### src/rtl/lfsr_pkg.sv
// Shared types and constants for the LFSR word arbiter: state width, feedback taps,
// default seed, FSM state encoding and the single permitted LFSR step function.
package lfsr_pkg;

  localparam int LFSR_W = 16;
  localparam int CNT_W  = 8;

  typedef logic [LFSR_W-1:0] lfsr_t;

  // Feedback taps at bits 10, 8, 3 and 1.
  localparam lfsr_t LFSR_TAPS         = 16'h050A;
  localparam lfsr_t LFSR_DEFAULT_SEED = 16'hACE1;

  typedef enum logic [1:0] {
    ST_WARMUP  = 2'd0,
    ST_READY   = 2'd1,
    ST_ADVANCE = 2'd2
  } fsm_state_t;

  function automatic lfsr_t lfsr_next(input lfsr_t s);
    return {s[LFSR_W-2:0], ^(s & LFSR_TAPS)};
  endfunction

endpackage

### src/rtl/lfsr_core.sv
// 16-bit Fibonacci LFSR register. A load takes priority over a step.
module lfsr_core
  import lfsr_pkg::*;
#(
  parameter lfsr_t RESET_VAL = LFSR_DEFAULT_SEED
) (
  input  logic  clk,
  input  logic  reset,
  input  logic  load,
  input  lfsr_t load_val,
  input  logic  step,
  output lfsr_t s
);

  always_ff @(posedge clk or negedge reset) begin
    if (!reset) begin
      s <= RESET_VAL;
    end else if (load) begin
      s <= load_val;
    end else if (step) begin
      s <= lfsr_next(s);
    end
  end

endmodule

### src/rtl/lfsr_req_arbiter.sv
// Shares one LFSR among NUM_REQ consumers: warm-up after reset/seed, round-robin
// one-word-per-grant issue, STEPS advances between words, and zero-state recovery.
module lfsr_req_arbiter
  import lfsr_pkg::*;
#(
  parameter int    NUM_REQ      = 4,
  parameter int    STEPS        = 16,
  parameter int    WARMUP       = 32,
  parameter lfsr_t DEFAULT_SEED = LFSR_DEFAULT_SEED
) (
  input  logic               clk,
  input  logic               reset,
  input  logic               seed_valid,
  input  lfsr_t              seed,
  output logic               seed_ready,
  input  logic [NUM_REQ-1:0] req_valid,
  output logic [NUM_REQ-1:0] req_ready,
  output lfsr_t              rnd_data,
  output logic               busy,
  output logic               lockup_evt,
  output fsm_state_t         fsm_state
);

  localparam int PTR_W = $clog2(NUM_REQ);

  // Handshakes: a transfer happens in a cycle where valid and ready are both 1.
  // Ready is only raised in READY with a non-zero LFSR state; a seed offer wins
  // over requests, and requesters sample rnd_data in their grant cycle.

  fsm_state_t       state_q, state_d;
  logic [CNT_W-1:0] cnt_q, cnt_d;
  logic [PTR_W-1:0] ptr_q, ptr_d;
  logic             evt_q, evt_d;

  logic             load, step;
  lfsr_t            load_val;
  lfsr_t            s;

  logic [NUM_REQ-1:0] grant;
  logic               found;
  logic [PTR_W-1:0]   grant_nxt;

  lfsr_core #(.RESET_VAL(DEFAULT_SEED)) u_core (
    .clk      (clk),
    .reset    (reset),
    .load     (load),
    .load_val (load_val),
    .step     (step),
    .s        (s)
  );

  // Round-robin search starting at ptr_q, wrapping at NUM_REQ.
  always_comb begin
    int               idx_i;
    logic [PTR_W-1:0] idx;
    grant     = '0;
    found     = 1'b0;
    grant_nxt = '0;
    idx_i     = 0;
    idx       = '0;
    for (int k = 0; k < NUM_REQ; k++) begin
      idx_i = int'(ptr_q) + k;
      if (idx_i >= NUM_REQ) idx_i = idx_i - NUM_REQ;
      idx = PTR_W'(idx_i);
      if (!found && req_valid[idx]) begin
        found      = 1'b1;
        grant[idx] = 1'b1;
        grant_nxt  = (idx_i == NUM_REQ - 1) ? '0 : PTR_W'(idx_i + 1);
      end
    end
  end

  always_comb begin
    state_d    = state_q;
    cnt_d      = cnt_q;
    ptr_d      = ptr_q;
    evt_d      = 1'b0;
    load       = 1'b0;
    load_val   = DEFAULT_SEED;
    step       = 1'b0;
    req_ready  = '0;
    seed_ready = 1'b0;

    if (s == '0) begin
      // Lock-up recovery overrides everything, including handshakes.
      load    = 1'b1;
      evt_d   = 1'b1;
      cnt_d   = CNT_W'(WARMUP);
      state_d = ST_WARMUP;
    end else begin
      case (state_q)
        ST_WARMUP: begin
          step = 1'b1;
          if (cnt_q == CNT_W'(1)) state_d = ST_READY;
          else                    cnt_d   = cnt_q - CNT_W'(1);
        end
        ST_READY: begin
          seed_ready = 1'b1;
          if (seed_valid) begin
            load     = 1'b1;
            load_val = (seed == '0) ? DEFAULT_SEED : seed;
            evt_d    = (seed == '0);
            cnt_d    = CNT_W'(WARMUP);
            state_d  = ST_WARMUP;
          end else if (found) begin
            req_ready = grant;
            ptr_d     = grant_nxt;
            cnt_d     = CNT_W'(STEPS);
            state_d   = ST_ADVANCE;
          end
        end
        ST_ADVANCE: begin
          step = 1'b1;
          if (cnt_q == CNT_W'(1)) state_d = ST_READY;
          else                    cnt_d   = cnt_q - CNT_W'(1);
        end
        default: begin
          cnt_d   = CNT_W'(WARMUP);
          state_d = ST_WARMUP;
        end
      endcase
    end
  end

  always_ff @(posedge clk or negedge reset) begin
    if (!reset) begin
      state_q <= ST_WARMUP;
      cnt_q   <= CNT_W'(WARMUP);
      ptr_q   <= '0;
      evt_q   <= 1'b0;
    end else begin
      state_q <= state_d;
      cnt_q   <= cnt_d;
      ptr_q   <= ptr_d;
      evt_q   <= evt_d;
    end
  end

  assign rnd_data   = s;
  assign busy       = (state_q != ST_READY);
  assign lockup_evt = evt_q;
  assign fsm_state  = state_q;

endmodule

### config.mk
export PLATFORM = sky130hd
export DESIGN_NAME = lfsr_req_arbiter
export DESIGN_NICKNAME = d
export VERILOG_FILES = /design/src/rtl/lfsr_pkg.sv /design/src/rtl/lfsr_core.sv /design/src/rtl/lfsr_req_arbiter.sv
export SDC_FILE = /design/constraint.sdc
export NUM_CORES = 1
export LEC_CHECK = 0
export ABC_CLOCK_PERIOD_IN_PS = 4640
export BUFFER_PORTS_ARGS = -buffer_cell sky130_fd_sc_hd__buf_2
export CAP_MARGIN = 20
export CORE_MARGIN = 2
export CORE_UTILIZATION = 58
export DETAILED_ROUTE_END_ITERATION = 7
export PLACE_DENSITY = 0.85
export REMOVE_ABC_BUFFERS = 1
export SLEW_MARGIN = 10
export SYNTH_ARGS = -nofsm -noshare
export SYNTH_HDL_FRONTEND = slang
export SYNTH_SLANG_ARGS = --single-unit
### constraint.sdc
create_clock -name clk -period 4.64 [get_ports clk]
set_input_delay 0.232 -clock clk [delete_from_list [all_inputs] [get_ports clk]]
set_output_delay 0.232 -clock clk [all_outputs]
set_load 0.1 [all_outputs]
# Word-level counts from Yosys, hierarchy flattened
# Cells that the tools add are included.
dict set report word_totals {
  reg_bits 29
  elab_cells 130
  inputBits 23
}
dict set report op_classes {
  order_cmp 12
  n_mux 66
  n_bitwise 5
  eq_ne 11
  add_sub_neg 12
  reduce_logical 19
}
# op n
set op_table {}
lappend op_table {{32-bit by 3-bit == test with 1-bit output, second input constant} 4}
lappend op_table {{32-bit 2-to-1 mux} 4}
lappend op_table {{16-bit 2-to-1 mux} 6}
lappend op_table {{16-bit zero test} 2}
lappend op_table {{4-bit 2-to-1 mux} 8}
lappend op_table {{8-bit 2-to-1 mux} 4}
lappend op_table {{2-bit 2-to-1 mux} 12}
lappend op_table {{1-bit 2-to-1 mux} 22}
lappend op_table {{8-bit one-hot mux with 2 select lines} 1}
lappend op_table {{16-bit parity} 1}
lappend op_table {{2-bit by 3-bit less-than comparator with 1-bit output, second input constant} 4}
lappend op_table {{4-bit bitwise OR} 3}
lappend op_table {{3-bit by 3-bit subtractor with 4-bit output, second input constant} 3}
lappend op_table {{3-bit greater-or-equal comparator, second input constant} 3}
lappend op_table {{2-bit adder, second input constant} 4}
lappend op_table {{1-bit binary-select mux with 2-bit select} 4}
lappend op_table {{1-bit demux with 2-bit select} 4}
lappend op_table {{8-bit by 1-bit == test with 1-bit output, second input constant} 1}
lappend op_table {{2-bit by 1-bit greater-or-equal comparator with 1-bit output, second input constant} 4}
lappend op_table {{8-bit by 1-bit subtractor with 8-bit output, second input constant} 1}
lappend op_table {{1-bit logical AND} 7}
lappend op_table {{2-bit by 2-bit adder with 3-bit output, second input constant} 2}
lappend op_table {{4-bit inequality test, second input constant} 1}
lappend op_table {{2-bit one-hot mux with 2 select lines} 1}
lappend op_table {{15 further kinds} 19}

# Longest topological paths before layout
# Gate-level depths: netlist of the first run.
dict set report depth {
  depth_word 18
  ltp_mapped 8
  mapped_depth_nobuf 7
}

# Cells and area by module
# From an unflattened synthesis of the first run, not the netlist that was laid out.
dict set report unflattened {
  hier_cells 219
  area_unflattened_um2 2068.2
}
# mod seq_area_each_um2 area_per_inst_um2 instances cells_each
set modules_own_cells {}
lappend modules_own_cells {lfsr_req_arbiter 326.6 1276.2 1 146}
lappend modules_own_cells {lfsr_core 410.4 792.0 1 73}

# Worst setup path after synthesis of the first run
# No wires, ideal clock.
dict set report synth_timing {
  path_kind {register to output}
  startpoint {reg state_q[0] (netlist: fsm_state[0])}
  endpoint {out req_ready[3]}
  path_stages_with_launch 6
  n_path_buf 0
  path_slack_ps 761
  arrival_ps 3647
  cell_sequence {dfrtp_1 -> nor2b_1 -> inv_1 -> nor2_1 -> nand3_2 -> a21oi_1}
}
dict set report synth_between {
  elab_chain_cells 3
}
# item line
set synth_rtl {}
lappend synth_rtl {{from (decl)} lfsr_req_arbiter.sv:30} ;# fsm_state_t state_q, state_d;
lappend synth_rtl {{from (signal assigned)} lfsr_req_arbiter.sv:132} ;# state_q <= state_d;
lappend synth_rtl {{2-bit by 1-bit == test with 1-bit output} lfsr_req_arbiter.sv:91} ;# case (state_q)
lappend synth_rtl {{4-bit 2-to-1 mux} lfsr_req_arbiter.sv:91}
lappend synth_rtl {{4-bit 2-to-1 mux} lfsr_req_arbiter.sv:84} ;# if (s == '0) begin
lappend synth_rtl {{to (decl)} lfsr_req_arbiter.sv:17} ;# output logic [NUM_REQ-1:0] req_ready,
# Every way passes these cells.

# Worst setup path in the final report of the first run
dict set report layout_timing {
  startpoint {reg ptr_q[0]}
  endpoint {out req_ready[0]}
}
dict set report layout_between {
  elab_chain_cells 18
  elab_cells_between_ends 64
  classes_between {7 x add/sub; 12 x order compare; 32 x mux; 3 x bitwise; 10 x reduce/logical}
}
# item line
set layout_rtl {}
lappend layout_rtl {{from (decl)} lfsr_req_arbiter.sv:32} ;# logic [PTR_W-1:0] ptr_q, ptr_d;
lappend layout_rtl {{from (signal assigned)} lfsr_req_arbiter.sv:134} ;# ptr_q <= ptr_d;
lappend layout_rtl {{parallel branches: the longest is 14 deep, another holds 3-bit by 3-bit subtractor with 4-bit output} --}
lappend layout_rtl {{4-bit 2-to-1 mux (*)} lfsr_req_arbiter.sv:105} ;# end else if (found) begin
lappend layout_rtl {{4-bit 2-to-1 mux (*)} lfsr_req_arbiter.sv:99} ;# if (seed_valid) begin
lappend layout_rtl {{4-bit 2-to-1 mux (*)} lfsr_req_arbiter.sv:91}
lappend layout_rtl {{4-bit 2-to-1 mux (*)} lfsr_req_arbiter.sv:84}
# Mark *: on every way between the ends. The select of a mux whose other input is x is not followed.

==> metrics, run 1 <==
Diodes inserted 0; WL final a little under 5 mm; DP Wirelength around 3.7 mm; initial antenna violation count 0; CTS tree done; Max-Cap Viols 0; # rows 21; die area between 3000 and 4000 sq um; CP Capture Type output pin; Worst EP arrival 3.47 ns; EDFF count, synth 0; Slew Limit Fails 0; worst hold stages 3; status finished, final reports clean; post-CTS setup buffer count 0; critical path startpoint category register; crit path max-delay cell type mux4_2; FF-to-FF Start ptr_q[0]$_DFFE_PN0P_; Placer Congestion 0.915; Warnings, synthesis 0; commonest non-fill, non-tap cell in the layout buf_2; Yosys reg bits 29; cell count after placement between 300 and 400; clock slew at reported path FFs ~0.090 ns; post-synthesis simple-gate area fraction between 20% and 30%; Worst Path Buf+Inv 2; sequential share of the synthesized area 36.2%; clk_skew roughly 0.013 ns; area grow syn2layout 17.6%; Slew HR roughly three fifths; Ports 48; dpl cell area about 2300 sq um; Post-Syn Instances approximately 230; first-pass GRT wire length between 8 and 9 mm; worst min-delay path class primary input to register; largest net degree at the start of global routing 30; first-pass detailed-route iteration total 4; via count roughly 2000; worst reg-to-reg setup slack between 1.5 and 2 ns; largest family of logic cells by synthesized area simple AND/OR/NAND/NOR gates; vias in the first global route about 1800; CP Class register to output pin; Worst Setup SP ptr_q[0]$_DFFE_PN0P_; Avg WL per Cell 14.9 um; final hold vios 0; post-route antenna net violation count 0; drc violations 0; Clock Tree Root clkbuf_4; crit path time final about 3.7 ns; WP data required 4.41 ns; Adder-Cell Fraction of Synth Area roughly 5.5%; largest stage delay on the critical path between 0.6 and 0.7 ns; via density per instance approximately 6.2; setup tns final 0 ns; Core ar. between 3000 and 4000 sq um; GR Overflow Total 0; Synth Area in Compound Gates a little under a quarter; Critical Path Fanout Max 11; Cell variety after synth 46; Synth Area in XOR/XNOR 1.29%; H-tree Lvls 2; Mapped Avg Cell Area around 8.9 sq um; final setup fails 0; die width 63.2 um; worst setup path endpoint req_ready[0]; Skew-Pair Late Insertion Delay roughly 0.34 ns; cell breakdown of the critical path inv_1 -> ha_1 -> mux4_2 -> nor4b_2 -> a22oi_1 -> o21ai_0 -> nor2b_1 -> buf_2; iteration-0 DRC count of the detailed router 270; most frequent cells in the layout 47 x buf_2, 28 x nor2_1, 27 x nand2_1, 24 x o21ai_0, 20 x dfrtp_1; design area about 2400 sq um; CTS buffer count 5; All-Layer GR Usage about a quarter; Top FF cell, synth dfrtp_1; DIE HEIGHT around 63 um; FMAX between 200 and 300 MHz; Clock Sinks 29; largest delay contributor family on the critical path simple AND/OR/NAND/NOR gates; post-synthesis mux area share 6.15%; final period utilization 79.9%; mapped cell area between 2000 and 2500 sq um; number of filler cells placed in the layout approximately 280; unrepaired setup endpoints after global routing no; FFs w/ async S/R, synth 100%; WP depth 8; Post-Layout Cell Count approximately 330; I/O Buffers 47; # nets final about 310; Initial Utilization 60.5%; layout cell share with drive strength beyond 1 between 20% and 30%; worst r2r path cells 7; actual slew at the worst max-slew pin around 0.63 ns; CTS Buffer Depth 2; reg-to-reg critical path endpoint ptr_q[0]$_DFFE_PN0P_
[final cells by class]
cell class	count	area, sq um	area share [%]
well taps	46	57.6	2.41
clock inverters	1	5.00	0.209
inverters	9	33.8	1.41
repair buffers	49	253	10.6
multi-input cells	186	1240	51.9
clock buffers	7	65.1	2.72
flip-flops and latches	29	737	30.8
[how the worst min path moves through the flow]
stage | start | to | slack, ns
floorplan | reset | cnt_q[0]$_DFFE_PN0P_ | -0.06
global placement | reset | u_core.s[1]$_DFFE_PN0P_ | 0.28
detailed placement | reset | lockup_evt$_DFF_PN0_ | 0.28
CTS | seed[4] | u_core.s[4]$_DFFE_PN0P_ | 0.12
global route | seed[2] | u_core.s[2]$_DFFE_PN0P_ | 0.13
finish | seed[4] | u_core.s[4]$_DFFE_PN0P_ | 0.13
[cells in the mapped netlist (2+ instances only)]
cell	number	area, sq um
clkbuf_1	2	7.51
inv_1	8	30.0
a41oi_1	2	17.5
nand2_1	27	101
nor2b_1	6	37.5
nor3_1	4	20.0
xnor2_1	3	26.3
a21oi_1	18	90.1
and2_1	2	12.5
a211oi_1	2	15.0
nand4_1	2	12.5
mux4_2	4	90.1
or3_1	2	12.5
o41ai_4	2	55.1
o21ai_1	4	20.0
nand2b_1	2	12.5
dfrtp_1	20	500
dfstp_2	9	236
nor4_1	10	62.6
mux2i_1	2	20.0
or4_1	7	52.6
o21ai_0	24	120
nor2_1	28	105
a22oi_1	6	45.0
o31ai_1	3	22.5
ha_1	9	113
[per-stage QoR]
step	setup WS, ns	hold WS (ns)	utilization (%)
floorplan	0.616	-0.0636	-
global placement	1.41	0.285	68.7
detailed placement	1.31	0.282	68.7
CTS	0.929	0.121	71.1
global route	0.646	0.130	71.1
finish	0.935	0.128	71.1
[routing by layer]
metal,vias to the layer above,share of wire [%],track usage [%]
li1,965,-,-
met1,951,43,33.8
met2,102,48,44.0
met3,14,7.6,5.36
met4,0,2.1,10.1
met5,-,0,0
[sequential cells by signal (all words and copies together), names as in the netlist]
name        cells
fsm_state       2
u_core.s       16
cnt_q           8
lockup_evt      1
ptr_q           2
[worst reg2reg max path, cell delays in order (launching register included)]
cell and delay [ns]:
dfrtp_1 0.60, inv_1 0.20, ha_1 0.40, mux4_2 0.62, or4_4 0.60, nand3_2 0.17, nor3_1 0.09, mux2_4 0.30
[kinds of logic after synthesis]
kind of cell,after synthesis
compound gates,68
xor+xnor,3
fa+ha+maj,9
buf+inv,13
flops,29
mux,7
simple gates,99
[repair_timing]
item | 4_1_cts | 5_1_grt
resized for setup | 0 | 0
hold endpoints to repair | 20 | 0
hold buffers | 1 | 0
Power of run 1 is left out: the tool's default activity adds up to more than one toggle a clock period on the data nets, which glitch-free logic cannot reach.
==> run 2, diff against run 1 <==
--- a/config.mk
+++ b/config.mk
@@ -5,13 +5,13 @@
 export SDC_FILE = /design/constraint.sdc
 export NUM_CORES = 1
 export LEC_CHECK = 0
-export ABC_CLOCK_PERIOD_IN_PS = 4640
+export ABC_CLOCK_PERIOD_IN_PS = 3150
 export BUFFER_PORTS_ARGS = -buffer_cell sky130_fd_sc_hd__buf_2
 export CAP_MARGIN = 20
 export CORE_MARGIN = 2
-export CORE_UTILIZATION = 58
+export CORE_UTILIZATION = 49
 export DETAILED_ROUTE_END_ITERATION = 7
-export PLACE_DENSITY = 0.85
+export PLACE_DENSITY = 0.77
 export REMOVE_ABC_BUFFERS = 1
 export SLEW_MARGIN = 10
 export SYNTH_ARGS = -nofsm -noshare
==> constraint.sdc (replaced) <==
create_clock -name clk -period 3.15 [get_ports clk]
set_input_delay 0.1575 -clock clk [delete_from_list [all_inputs] [get_ports clk]]
set_output_delay 0.1575 -clock clk [all_outputs]
set_load 0.1 [all_outputs]
==> run 2 against run 1 <==
Wire length grew 9.2%. Critical endpoint is now req_ready[3]. First-iteration DRC count shrank 37%. Non-clock buffer count grew 1. Sequential share of layout area shrank 1.6 points. Cell area grew 5.8%. Sequential cell count is the same. Hold slack lost 0.0093 ns.
==> metrics, run 2 (same netlist as run 1, synthesis figures left out) <==
Slew Limit Fails 0; cell area power density around 1200 nW/um^2; I/O Buffers 47; area grow syn2layout 24.4%; Ports between 40 and 50; first-pass detailed-route iteration total 4; Clock Tree Root clkbuf_8; Internal ~0.0013 W; commonest non-fill, non-tap cell in the layout buf_2; Skew-Pair Late Insertion Delay around 0.29 ns; CTS tree done; VDD IR max a little under 0.0008 V; Max-Cap Viols 0; drc violations 0; multi-input logic area between 1000 and 1500 sq um; FF/Latch Area 738 sq um; Gate power share 62.4%; actual slew at the worst max-slew pin 1.08 ns; crit path time final 3.05 ns; WP data required 2.99 ns; cell count after placement roughly 320; DP Wirelength approximately 3.9 mm; clock power share 9.9%; clk_skew about 0.0068 ns; Diodes inserted 0; Critical Path Fanout Max 7; Placer Congestion ~0.9; status finished, final reports clean; switching power about 0.0018 W; final hold vios 0; Worst Path Buf+Inv 2; Post-Layout Cell Count roughly 330; Slew HR about 27%; post-route antenna net violation count 0; cell breakdown of the critical path inv_1 -> ha_2 -> mux4_2 -> or4_4 -> nand3_4 -> a21oi_1 -> buf_12; layout cell share with drive strength beyond 1 approximately 29%; CP Capture Type output pin; critical path startpoint category register; most frequent cells in the layout 43 x buf_2, 28 x nor2_1, 27 x nand2_1, 24 x o21ai_0, 19 x dfrtp_1; worst slack, placed between 0.2 and 0.25 ns; post-route setup slack a little under 0.1 ns; largest net degree at the start of global routing 30; dpl cell area approximately 2400 sq um; Initial Utilization 50.8%; die area 4680 sq um; DIE HEIGHT just under 70 um; crit path max-delay cell type or4_4; design area around 2500 sq um; largest delay contributor family on the critical path simple AND/OR/NAND/NOR gates; # nets final 314; clock slew at reported path FFs around 0.060 ns; initial antenna violation count 0; via count 1970; sw frac between 50% and 60%; Worst EP arrival roughly 2.9 ns; # rows 23; number of filler cells placed in the layout 360; Reg with most FFs u_core.s; Leakage ~1.1 nW; max reg flops 16; vias in the first global route between 1500 and 2000; final setup fails 0; Avg WL per Cell between 15 and 20 um; die width approximately 70 um; largest stage delay on the critical path roughly 0.61 ns; CTS buffer count 5; WP depth 7; first-pass GRT wire length 8.24 mm; CTS Buffer Depth 2; Clock Sinks 29; iteration-0 DRC count of the detailed router 170; WL final roughly 5.3 mm; worst hold stages 3; Core ar. 4000 sq um; final period utilization 96.9%; FMAX 328 MHz; CP Class register to output pin; post-CTS setup buffer count 0; leading registers by flop count u_core.s (16), cnt_q (8); worst r2r path cells 7; via density per instance slightly below 6; GR Overflow Total 0; worst min-delay path class primary input to register; All-Layer GR Usage between 20% and 30%; Flop pwr share 27.7%; H-tree Lvls 2
-- run 2: cell types whose count changed in the layout (fill, tap and decap cells not counted), moves of 3 or more --
| cell | delta |
|---|---|
| clkbuf_4 | -5 |
| buf_12 | +4 |
| buf_2 | -4 |
| clkbuf_8 | +3 |
| nor2b_1 | -3 |
| nor2b_2 | +3 |
-- run 2: stage by stage --
step | hold slack (ns) | power, W | TNS (ns) | utilization [%]
after floorplan | -0.138 | 0.00233 | -2.80 | -
after global routing | 0.124 | 0.00323 | -0.0356 | 63.2
after global placement | 0.227 | 0.00264 | 0 | 59.6
after detailed placement | 0.233 | 0.00268 | 0 | 59.6
after CTS | 0.109 | 0.00299 | 0 | 62.1
final | 0.119 | 0.00303 | 0 | 63.2
-- run 2: power by group through the flow --
stage	combinational [W]	sequential (W)	clock (W)
6_report	0.00189	0.000841	0.000299
5_1_grt	0.00202	0.000877	0.000326
4_1_cts	0.00185	0.000836	0.000307
3_5_place_dp	0.00184	0.000843	0
3_3_place_gp	0.00181	0.000834	0
2_1_floorplan	0.000689	0.00164	0
-- run 2: final cells by class --
type / instances / area share (%)
flip-flops and latches: 29 / 29.2
clock buffers: 6 / 2.87
clock inverters: 2 / 0.396
multi-input cells: 187 / 51.1
repair buffers: 50 / 12.7
inverters: 9 / 1.34
well taps: 50 / 2.47
-- run 2: worst register-to-register path, cell delays in order (launching register included) --
cell and delay (ns):
dfrtp_2 0.44, inv_1 0.11, ha_2 0.40, mux4_2 0.60, or4_4 0.61, nand3_4 0.17, nor3_1 0.09, mux2_4 0.30
-- run 2: metal layers --
layer	GRT usage, %	up-vias	part of all wire [%]
met3	5.10	9	6.0
met1	33.1	918	46
li1	-	970	-
met4	9.50	0	1.8
met2	35.5	73	47
met5	0	-	0
-- run 2: worst paths after layout --
path | slack [ns] | startpoint | endpoint
min in group asynchronous | 0.45 | reset | cnt_q[7]$_DFFE_PN0P_
max | 0.1 | ptr_q[1]$_DFFE_PN0P_ | req_ready[3]
max in group asynchronous | 2.22 | reset | ptr_q[1]$_DFFE_PN0P_
min reg2reg | 0.49 | u_core.s[0]$_DFFE_PN1P_ | u_core.s[0]$_DFFE_PN1P_
min | 0.12 | seed[4] | u_core.s[4]$_DFFE_PN0P_
max reg2reg | 0.31 | ptr_q[1]$_DFFE_PN0P_ | ptr_q[0]$_DFFE_PN0P_
-- run 2: what timing repair did --
| item | 4_1_cts | 5_1_grt |
|---|---|---|
| pin swaps | 0 | 1 |
| endpoints found under the hold margin | 20 | 0 |
| endpoints found under the setup margin | 3 | 4 |
| cloned | 0 | 1 |
| hold buffers | 1 | 0 |
| gates resized for setup | 1 | 6 |
(Power assumes the default switching activity.)
==> run 3, diff against run 2 <==
--- a/config.mk
+++ b/config.mk
@@ -9,11 +9,13 @@
 export BUFFER_PORTS_ARGS = -buffer_cell sky130_fd_sc_hd__buf_2
 export CAP_MARGIN = 20
 export CORE_MARGIN = 2
-export CORE_UTILIZATION = 49
+export CORE_UTILIZATION = 50
+export CTS_BUF_LIST = sky130_fd_sc_hd__clkbuf_2 sky130_fd_sc_hd__clkbuf_4 sky130_fd_sc_hd__clkbuf_8
 export DETAILED_ROUTE_END_ITERATION = 7
-export PLACE_DENSITY = 0.77
+export PLACE_DENSITY = 0.8
 export REMOVE_ABC_BUFFERS = 1
 export SLEW_MARGIN = 10
 export SYNTH_ARGS = -nofsm -noshare
 export SYNTH_HDL_FRONTEND = slang
 export SYNTH_SLANG_ARGS = --single-unit
+export TNS_END_PERCENT = 5
==> run 3 against run 2 <==
Sequential share of layout area decreased by 0.17 points. Count of clock-buffer cells in the layout increased by 1. Critical endpoint unchanged. Critical path depth unchanged. Final cell count increased by 0.60%. Non-clock buffer count increased by 3. Global-route usage increased by 1.7 points. Hold slack about the same. Via count increased by 2.6%. Wire length increased by 1.5%. Clock skew increased by 0.0013 ns. Utilization increased by 1.3 points.
==> metrics, run 3 (same netlist as run 1, synthesis figures left out) <==
status finished, final reports clean; H-tree Lvls 2; commonest non-fill, non-tap cell in the layout buf_2; CP Capture Type output pin; drc violations 0; vias in the first global route around 1900; GRT busiest layer met2; met1 Usage GRT between 20% and 30%; WP data required between 2 and 3 ns; unrepaired setup endpoints after global routing no; clk_skew 0.00807 ns; final hold vios 0; final setup fails 0; via count between 2000 and 2500; area grow syn2layout 25.2%; Critical Path Fanout Max 7; initial antenna violation count 0; CTS buffer count 5; Max-Cap Viols 0; Ports 48; most frequent cells in the layout 43 x buf_2, 28 x nor2_1, 27 x nand2_1, 24 x o21ai_0, 19 x dfrtp_1; CTS Buffer Depth 2; die width between 60 and 70 um; actual slew at the worst max-slew pin around 0.66 ns; Slew Limit Fails 0; Post-Layout Cell Count about 340; layout cell share with drive strength beyond 1 30.2%; worst reg-to-reg setup slack about 0.33 ns; M2 GR Usage about half; clock slew at reported path FFs approximately 0.06 ns; Placer Congestion between 0.8 and 0.9; critical path startpoint category register; I/O Buffers 47; Initial Utilization 51.6%; iteration-0 DRC count of the detailed router 139; Clock Sinks 29; WL final approximately 5.4 mm; DP Wirelength ~4.1 mm; FMAX 331 MHz; Core ar. about 3900 sq um; GR Overflow Total 0; leading registers by flop count u_core.s (16), cnt_q (8); via density per instance 6.03; dpl cell area between 2000 and 2500 sq um; cell count after placement between 300 and 400; GR Util met3 between 5 and 6%; Avg WL per Cell about 16 um; first-pass GRT wire length around 8.6 mm; worst min-delay path class primary input to register; first-pass detailed-route iteration total 4; post-route antenna net violation count 0; # nets final about 320; Diodes inserted 0; CP Class register to output pin; die area roughly 4600 sq um; DIE HEIGHT 67.8 um; design area ~2500 sq um; final period utilization a little over nine tenths; max reg flops 16; # rows 23; Slew HR ~56%; Skew-Pair Late Insertion Delay around 0.28 ns; All-Layer GR Usage between 20% and 30%; Reg with most FFs u_core.s; Worst EP arrival 2.86 ns; CTS tree done; number of filler cells placed in the layout roughly 340; largest net degree at the start of global routing 30; crit path time final around 3.0 ns; Clock Tree Root clkbuf_8
==> run 3: cell count changes in the layout (fill, tap and decap cells not counted), sizes merged <==
cell,delta
buf,+3
clkbuf,+1
clkinv,-1
mux4,-1
==> run 3: layout make-up <==
cell class / count / area [sq um] / share of cell area [%]
Sequential cell: 29 / 738 / 29.0
Clock inverter: 1 / 5.00 / 0.197
Multi-Input combinational cell: 186 / 1270 / 49.8
Inverter: 9 / 33.8 / 1.33
Timing Repair Buffer: 53 / 343 / 13.5
Clock buffer: 7 / 96.3 / 3.79
Tap cell: 50 / 62.6 / 2.46
==> run 3: path summary, 6_finish.rpt <==
| path | to | cells past startpoint | from |
|---|---|---|---|
| worst min register to register | cnt_q[7]$_DFFE_PN0P_ | 1 | cnt_q[7]$_DFFE_PN0P_ |
| worst min-delay path | u_core.s[8]$_DFFE_PN0P_ | 3 | seed[8] |
| min in group asynchronous | u_core.s[2]$_DFFE_PN0P_ | 2 | reset |
| worst max register to register | cnt_q[4]$_DFFE_PN0P_ | 7 | ptr_q[1]$_DFFE_PN0P_ |
| max in group asynchronous | ptr_q[1]$_DFFE_PN0P_ | 2 | reset |
| worst max-delay path | req_ready[3] | 7 | ptr_q[1]$_DFFE_PN0P_ |
==> run 3: routing by layer <==
layer / wire length, um / vias to the layer above
li1: - / 961
met1: 2170 / 977
met2: 2830 / 75
met3: 317 / 8
met4: 81 / 0
met5: 0 / -
==> run 3: stage by stage <==
step | hold slack (ns) | TNS, ns | worst slack, ns | utilization, %
after detailed placement | 0.220 | 0 | 0.143 | 60.5
after global routing | 0.123 | 0 | 0.0140 | 64.6
after global placement | 0.214 | 0 | 0.321 | 60.5
final | 0.119 | 0 | 0.133 | 64.6
after floorplan | -0.138 | -2.80 | -0.800 | -
after CTS | 0.115 | 0 | 0.0178 | 64.0
==> run 3: critical path, cell delays in order, from the launching register on <==
cell	delay, ns
dfrtp_2	0.43
inv_1	0.11
ha_2	0.39
mux4_2	0.61
or4_4	0.61
nand3_4	0.16
a21oi_1	0.09
buf_12	0.18
==> run 3: timing repair <==
action | in CTS | in global routing
hold endpoints to repair | 20 | 0
pin swaps | 0 | 1
gates resized for setup | 3 | 4
endpoints found under the setup margin | 4 | 4
setup buffers | 2 | 1
hold buffers | 1 | 0
Power of run 3 is left out for the same reason.
